`src/rtl/shift_sequencer.sv`:
```
// Sequencer for an external shift register: loads a word, applies 0..7 single-bit
// shifts in one direction, captures the result and offers it over a valid/ready port.
module shift_sequencer #(
    parameter int unsigned DATA_W = 8
) (
    input  logic              clk,
    input  logic              reset,
    input  logic              cmd_valid,
    output logic              cmd_ready,
    input  logic              cmd_dir,
    input  logic [2:0]        cmd_amount,
    input  logic [DATA_W-1:0] cmd_data,
    output logic              sr_shift_left,
    output logic              sr_shift_right,
    output logic [DATA_W-1:0] sr_parallel_in,
    input  logic [DATA_W-1:0] sr_parallel_out,
    output logic              rsp_valid,
    input  logic              rsp_ready,
    output logic [DATA_W-1:0] rsp_data,
    output logic              busy,
    output logic [7:0]        done_count
);

    localparam int unsigned CNT_W  = 3;
    localparam int unsigned DONE_W = 8;

    typedef enum logic [2:0] {
        IDLE    = 3'd0,
        LOAD    = 3'd1,
        SHIFT   = 3'd2,
        CAPTURE = 3'd3,
        RESP    = 3'd4
    } state_t;

    state_t              state_q, state_d;
    logic                dir_q, dir_d;
    logic [DATA_W-1:0]   data_q, data_d;
    logic [CNT_W-1:0]    cnt_q, cnt_d;
    logic [DATA_W-1:0]   rsp_data_q, rsp_data_d;
    logic [DONE_W-1:0]   done_q, done_d;
    logic                cmd_ready_q, cmd_ready_d;
    logic                busy_q, busy_d;
    logic                rsp_valid_q, rsp_valid_d;
    logic                shl_q, shl_d;
    logic                shr_q, shr_d;

    // Next-state, datapath and next-output decode; outputs follow the next state
    // so every port is driven straight from a flop.
    always_comb begin
        state_d    = state_q;
        dir_d      = dir_q;
        data_d     = data_q;
        cnt_d      = cnt_q;
        rsp_data_d = rsp_data_q;
        done_d     = done_q;

        case (state_q)
            IDLE: begin
                if (cmd_valid) begin
                    dir_d   = cmd_dir;
                    data_d  = cmd_data;
                    cnt_d   = cmd_amount;
                    state_d = LOAD;
                end
            end
            LOAD: begin
                state_d = (cnt_q != CNT_W'(0)) ? SHIFT : CAPTURE;
            end
            SHIFT: begin
                cnt_d = cnt_q - CNT_W'(1);
                if (cnt_q == CNT_W'(1)) begin
                    state_d = CAPTURE;
                end
            end
            CAPTURE: begin
                rsp_data_d = sr_parallel_out;
                state_d    = RESP;
            end
            RESP: begin
                if (rsp_ready) begin
                    done_d  = done_q + DONE_W'(1);
                    state_d = IDLE;
                end
            end
            default: begin
                state_d = IDLE;
            end
        endcase

        cmd_ready_d = (state_d == IDLE);
        busy_d      = (state_d != IDLE);
        rsp_valid_d = (state_d == RESP);
        shl_d       = (state_d == SHIFT) && !dir_d;
        shr_d       = (state_d == SHIFT) && dir_d;
    end

    always_ff @(posedge clk) begin
        if (reset) begin
            state_q     <= IDLE;
            dir_q       <= 1'b0;
            data_q      <= '0;
            cnt_q       <= '0;
            rsp_data_q  <= '0;
            done_q      <= '0;
            cmd_ready_q <= 1'b1;
            busy_q      <= 1'b0;
            rsp_valid_q <= 1'b0;
            shl_q       <= 1'b0;
            shr_q       <= 1'b0;
        end else begin
            state_q     <= state_d;
            dir_q       <= dir_d;
            data_q      <= data_d;
            cnt_q       <= cnt_d;
            rsp_data_q  <= rsp_data_d;
            done_q      <= done_d;
            cmd_ready_q <= cmd_ready_d;
            busy_q      <= busy_d;
            rsp_valid_q <= rsp_valid_d;
            shl_q       <= shl_d;
            shr_q       <= shr_d;
        end
    end

    assign cmd_ready      = cmd_ready_q;
    assign busy           = busy_q;
    assign rsp_valid      = rsp_valid_q;
    assign rsp_data       = rsp_data_q;
    assign done_count     = done_q;
    assign sr_shift_left  = shl_q;
    assign sr_shift_right = shr_q;
    assign sr_parallel_in = data_q;

endmodule
```
`config.mk`:
```
export PLATFORM = sky130hd
export DESIGN_NAME = shift_sequencer
export DESIGN_NICKNAME = d
export VERILOG_FILES = /design/src/rtl/shift_sequencer.sv
export SDC_FILE = /design/constraint.sdc
export NUM_CORES = 1
export LEC_CHECK = 0
export ABC_AREA = 0
export CAP_MARGIN = 20
export CORE_ASPECT_RATIO = 0.5
export CORE_MARGIN = 2
export CORE_UTILIZATION = 36
export CTS_BUF_LIST = sky130_fd_sc_hd__clkbuf_4
export CTS_CLUSTER_DIAMETER = 200
export DETAILED_ROUTE_END_ITERATION = 8
export PLACE_DENSITY_LB_ADDON = 0.2
export SLEW_MARGIN = 5
export SYNTH_ARGS = -nofsm -noshare
export SYNTH_HDL_FRONTEND = slang
export SYNTH_SLANG_ARGS = --single-unit
export TNS_END_PERCENT = 5
```
`constraint.sdc`:
```
create_clock -name clk -period 1.9 [get_ports clk]
set_clock_uncertainty 0.1 [all_clocks]
set_input_delay 0.38 -clock clk [delete_from_list [all_inputs] [get_ports clk]]
set_output_delay 0.38 -clock clk [all_outputs]
set_load 0.01 [all_outputs]
```
---- After elaboration in Yosys (flattened, before gate mapping) ----
Cells that the tools add are included.
cells by class
  equal/unequal tests ..................... 8
  multiplexer cells ....................... 9
  add/sub/neg operators ................... 2
  reduce and logical (&&, ||, !) cells .... 11
operators by type and width
  cell                 count
  $pmux 3 s5           1
  $mux 3               4
  $eq 3x2->1 const B   3
  $add 8x1->8 const B  1
  $eq 3x1->1 const B   2
  $eq 3x3->1 const B   2
  $logic_not 3->1      2
  $pmux 3 s2           1
  $reduce_and 2->1     3
  $reduce_bool 3->1    2
  $mux 1               3
  $sub 3x1->3 const B  1
  $logic_and 1x1->1    2
  $ne 2x2->1 const B   1
  $reduce_bool 2->1    1
  $logic_not 1->1      1
storage, ports and cells
  word-level logic and storage cells ...... 41
  input port bits ......................... 24
  flip-flop bits (word level) ............. 36

---- Logic depth before layout (Yosys ltp) ----
Gate-level depths: netlist of the first run.
  word-level depth ........................ 5
  depth in mapped cells ................... 5
  mapped depth without buffers ............ 5

---- Worst setup path before layout of the first run ----
OpenSTA, ideal clock, no wires.
  path type ............................... register -> register
  from .................................... register state_q[2]
  to ...................................... register cnt_q[2]
  library setup time ...................... 0.132 ns
  cell stages (with the launch flop) ...... 5
  data arrival time ....................... 1.273 ns
  clock period less this slack ............ 1.505 ns
  setup slack ............................. 0.395 ns
  buffers on the path ..................... 1
  cell sequence ........................... dfxtp_1 > or4b_2 > buf_2 > nand3_1 > a21oi_1
between the ends
  cells in the longest elaborated chain, start to end .. 3
  elaborated cells between the ends (all ways) .. 6
  those cells by class .................... eq/ne: 2; mux: 1; reduce/logical: 3
ends and longest elaborated chain
  element                                                    line  source
  from (decl)                                                35    state_t state_q, state_d;
  from (signal assigned)                                     111   state_q <= state_d;
  $eq 3x2->1 or $logic_not 3->1 (tied branches)              57    case (state_q)
  $reduce_bool 2->1 (no line) or $ne 2x2->1 (tied branches)  -
  $reduce_and 2->1 (no line)                                 -
  to (signal assigned)                                       114   cnt_q <= cnt_d;
  to (decl)                                                  38    logic [CNT_W-1:0] cnt_q, cnt_d;
Several ways; a longest one is shown, not always the timed one.
A chain may end at the register's enable or synchronous reset.

---- Final worst setup path of the first run ----
  from .................................... register done_q[2], in the netlist done_count[2]
  to ...................................... output done_count[2]
RTL lines
  element                 line  source
  from (decl)             40    logic [DONE_W-1:0] done_q, done_d;
  from (signal assigned)  116   done_q <= done_d;
  to (decl)               21    output logic [7:0] done_count
No word-level cell between the ends.

==> flow_results.xml, run 1 <==
<?xml version="1.0" encoding="UTF-8"?>
<metrics>
  <group name="run_status">
    <metric name="result_of_the_run" unit="">completed</metric>
  </group>
  <group name="critical_path">
    <metric name="critPathSlowestCell" unit="">sky130_fd_sc_hd__clkdlybuf4s50_1</metric>
    <metric name="setup.worst_path.start_class" unit="">flop</metric>
    <metric name="critical_path.cell_chain" unit="">clkdlybuf4s50_1</metric>
    <metric name="cp_num_buf_inv" unit="">1</metric>
    <metric name="cp.depth" unit="">1</metric>
    <metric name="endpoint_kind" unit="">primary output</metric>
    <metric name="delay_of_the_slowest_critical_path_stage" unit="ps">570</metric>
    <metric name="endpoint" unit="">done_count[2]</metric>
    <metric name="startpoint" unit="">done_count[2]</metric>
    <metric name="worstReg2RegEnd" unit="">cnt_q[1]</metric>
    <metric name="r2r_start" unit="">state_q[0]</metric>
    <metric name="critical_path_class" unit="">flop to primary output</metric>
    <metric name="reg2regPathDepth" unit="">3</metric>
    <metric name="arrival_time_of_data_at_the_critical_path_endpoint" unit="ps">1330</metric>
    <metric name="flop_to_flop_setup_slack" unit="ps">250</metric>
    <metric name="cp_top_family" unit="">buffers and inverters</metric>
    <metric name="required" unit="ps">1420</metric>
    <metric name="critical_path_peak_fanout" unit="">6</metric>
  </group>
  <group name="timing">
    <metric name="drv_slew" unit="">0</metric>
    <metric name="timing_worst_slew_pin_value" unit="ps">573</metric>
    <metric name="fmax" unit="MHz">553</metric>
    <metric name="final_period_minus_worst_setup_slack" unit="ps">1810</metric>
    <metric name="slew_headroom" unit="">0.617</metric>
    <metric name="finalHoldViolCount" unit="">0</metric>
    <metric name="setup-tns-final" unit="ps">0</metric>
    <metric name="final-setup-viol-count" unit="">0</metric>
    <metric name="timing.final.crit_share" unit="">0.951</metric>
    <metric name="rsz0062_at_grt" unit="">false</metric>
  </group>
  <group name="hold_path">
    <metric name="timing.hold.worst.start" unit="">sr_parallel_in[2]</metric>
    <metric name="min_path_type" unit="">flop to flop</metric>
  </group>
  <group name="global_route">
    <metric name="grt_usage" unit="">0.153</metric>
    <metric name="grt_first_pass_wirelength" unit="um">5460</metric>
    <metric name="via_count_of_the_first_global_routing_pass" unit="">1256</metric>
    <metric name="grt_max_degree" unit="">34</metric>
    <metric name="grt_overflow" unit="">0</metric>
    <metric name="antenna_violations_before_repair" unit="">0</metric>
  </group>
  <group name="floorplanning">
    <metric name="design.die.area" unit="um2">4650</metric>
    <metric name="design.portCount" unit="">53</metric>
    <metric name="die_w" unit="um">94.5</metric>
    <metric name="core_area" unit="um2">3920</metric>
    <metric name="initial_utilization" unit="">0.376</metric>
    <metric name="chipHeight" unit="um">49.2</metric>
    <metric name="number_of_rows_created_at_floorplan" unit="">16</metric>
  </group>
  <group name="synth">
    <metric name="yosys_register_bits" unit="">36</metric>
    <metric name="synth.net_count" unit="">189</metric>
    <metric name="synthesis.area" unit="um2">1470</metric>
    <metric name="seq_area_frac_synth" unit="">0.489</metric>
    <metric name="synth.lib_cells_used.distinct" unit="">37</metric>
    <metric name="synth-async-reset-ratio" unit="">0</metric>
    <metric name="yosys_most_used_dff" unit="">sky130_fd_sc_hd__dfxtp_1</metric>
    <metric name="synth_enable_flop_cells" unit="">0</metric>
    <metric name="avgSynthCellArea" unit="um2">9.15</metric>
    <metric name="ys.warnings.count" unit="">0</metric>
    <metric name="netlist_instances" unit="">161</metric>
  </group>
  <group name="clock_network">
    <metric name="cts_tree" unit="">built</metric>
    <metric name="h_tree_level_count" unit="">2</metric>
    <metric name="number_of_clock_buffers_inserted_by_tritoncts" unit="">5</metric>
    <metric name="worst_setup_hold_path_clk_slew" unit="ps">100</metric>
    <metric name="clk_path_buf_depth" unit="">2</metric>
    <metric name="cts_num_sinks" unit="">36</metric>
    <metric name="cts_resized" unit="">0</metric>
    <metric name="cts_setup_buffers" unit="">0</metric>
    <metric name="clk_latency" unit="ps">330</metric>
    <metric name="clk_root_buffer_cell" unit="">sky130_fd_sc_hd__clkbuf_4</metric>
    <metric name="cts_hold_buffers" unit="">0</metric>
  </group>
  <group name="placed_design">
    <metric name="hpwlAfterDp" unit="um">2290</metric>
    <metric name="place_congestion" unit="">0.745</metric>
    <metric name="io_buffer_count" unit="">52</metric>
    <metric name="post-place-cells" unit="">264</metric>
  </group>
  <group name="drt">
    <metric name="drt-vias-per-instance" unit="">4.89</metric>
    <metric name="drc_errors" unit="">0</metric>
    <metric name="vias" unit="">1324</metric>
    <metric name="first_iteration_detailed_routing_drc_count" unit="">30</metric>
    <metric name="drt-total-wl" unit="um">3350</metric>
    <metric name="detailedRoute.firstPassIterationCount" unit="">4</metric>
    <metric name="ant_nets" unit="">0</metric>
    <metric name="routed_wire_length_per_instance" unit="um">12.4</metric>
  </group>
  <group name="cells_and_area">
    <metric name="layout.cells.most_common_list" unit="">sky130_fd_sc_hd__clkdlybuf4s50_1 (52), sky130_fd_sc_hd__dfxtp_1 (35), sky130_fd_sc_hd__nand2_1 (21), sky130_fd_sc_hd__a21oi_1 (16), sky130_fd_sc_hd__nor2_1 (15)</metric>
    <metric name="area_growth_syn_to_layout" unit="%">44.4</metric>
    <metric name="antenna-diode-count" unit="">0</metric>
    <metric name="utilization" unit="">0.542</metric>
    <metric name="fillers" unit="">379</metric>
    <metric name="most_common_cell_after_layout_fill_and_taps_aside" unit="">sky130_fd_sc_hd__clkdlybuf4s50_1</metric>
    <metric name="finish.cell_count_without_fillers" unit="">271</metric>
    <metric name="register_area" unit="um2">722</metric>
    <metric name="multi_input_area" unit="um2">674</metric>
    <metric name="num-nets-final" unit="">245</metric>
    <metric name="post_route_cells_drive_above_1_share" unit="">0.0876</metric>
  </group>
  <group name="job">
    <metric name="maxCapViolations" unit="">0</metric>
  </group>
  <group name="power_and_ir_drop">
    <metric name="leakagePower" unit="uW">0.000830</metric>
    <metric name="ir_worst_vdd" unit="mV">0.266</metric>
    <metric name="power_per_cell_area" unit="nW/um2">800</metric>
  </group>
</metrics>
[worst min-delay path by stage]
| stage | endpoint | cells past startpoint |
|---|---|---|
| 2_1_floorplan | sr_shift_left | 1 |
| 3_3_place_gp | sr_shift_left | 1 |
| 3_5_place_dp | sr_shift_left | 1 |
| 4_1_cts | sr_parallel_in[6] | 2 |
| 5_1_grt | sr_parallel_in[2] | 2 |
| 6_report | sr_parallel_in[2] | 2 |
[final cells by class]
| class | count | area share |
|---|---|---|
| sequential | 36 | 0.339 |
| clock buffer | 5 | 0.0176 |
| timing repair buffer | 60 | 0.279 |
| inverter | 7 | 0.0123 |
| clock inverter | 2 | 0.00353 |
| tap | 54 | 0.0317 |
| multi-input combinational | 107 | 0.317 |
[state kept, by name (all words and copies together), names as in the netlist]
name / cells
dir_q: 1
busy: 1
sr_parallel_in: 8
state_q: 3
rsp_data: 8
done_count: 8
cnt_q: 3
sr_shift_left: 1
sr_shift_right: 1
rsp_valid: 1
cmd_ready: 1
[layer usage]
layer	vias to the layer above	routed length (um)	global-route usage
met5	-	0	0
met4	0	51	0.0652
met3	7	214	0.0556
met2	35	1520	0.257
met1	612	1560	0.175
li1	670	-	-
[worst reg2reg max path: cells and delay by family, from the launching register on]
family,cells,cell delay [ps]
AND/OR/NAND/NOR,2,980
flip-flops,1,400
AO/OA/AOI/OAI,1,70
[cell families after synthesis]
group	share of synthesized area
simple gates	0.222
flops	0.489
compound gates	0.121
buf+inv	0.0535
mux	0.0688
fa+ha+maj	0.0340
xor+xnor	0.0119
[stage by stage]
| step | hold WS, ps | cell area (um2) | power (uW) | setup slack (ps) |
|---|---|---|---|---|
| 5_1_grt | 384 | 2130 | 1820 | 7.21 |
| 3_3_place_gp | 341 | 2080 | 1350 | -144 |
| 3_5_place_dp | 346 | 2080 | 1350 | -154 |
| 2_1_floorplan | 314 | 1470 | 1150 | 395 |
| 4_1_cts | 364 | 2130 | 1720 | 46.1 |
| 6_report | 362 | 2130 | 1700 | 93.0 |
[synth_stat cells (2+ instances only)]
library cell / n / area share
sky130_fd_sc_hd__a21oi_1: 16 / 0.054
sky130_fd_sc_hd__dfxtp_1: 36 / 0.49
sky130_fd_sc_hd__nand2_1: 21 / 0.053
sky130_fd_sc_hd__inv_1: 7 / 0.018
sky130_fd_sc_hd__or3_1: 5 / 0.021
sky130_fd_sc_hd__nor2_1: 15 / 0.038
sky130_fd_sc_hd__nand3_1: 4 / 0.014
sky130_fd_sc_hd__nand3b_1: 3 / 0.015
sky130_fd_sc_hd__o31ai_1: 2 / 0.010
sky130_fd_sc_hd__ha_1: 4 / 0.034
sky130_fd_sc_hd__a2bb2oi_1: 2 / 0.012
sky130_fd_sc_hd__clkbuf_1: 4 / 0.010
sky130_fd_sc_hd__nand4bb_1: 2 / 0.015
sky130_fd_sc_hd__o21ai_0: 3 / 0.010
sky130_fd_sc_hd__or4_1: 2 / 0.010
sky130_fd_sc_hd__buf_2: 6 / 0.020
sky130_fd_sc_hd__mux2i_1: 9 / 0.061
[power breakdown]
group | internal [uW] | leakage (uW) | switching (uW) | total, uW
sequential | 828 | 0.000294 | 53.0 | 881
combinational | 253 | 0.000510 | 203 | 456
clock | 129 | 0.0000261 | 237 | 366
No activity file was read; power rests on OpenSTA's default activity.
==> run 2: changes to the inputs <==
--- a/config.mk
+++ b/config.mk
@@ -14,7 +14,7 @@
 export CTS_CLUSTER_DIAMETER = 200
 export DETAILED_ROUTE_END_ITERATION = 8
 export PLACE_DENSITY_LB_ADDON = 0.2
-export SLEW_MARGIN = 5
+export SLEW_MARGIN = 10
 export SYNTH_ARGS = -nofsm -noshare
 export SYNTH_HDL_FRONTEND = slang
 export SYNTH_SLANG_ARGS = --single-unit
==> results of run 2 <==
Final layout, timing and power as in run 1 (identical DEF).
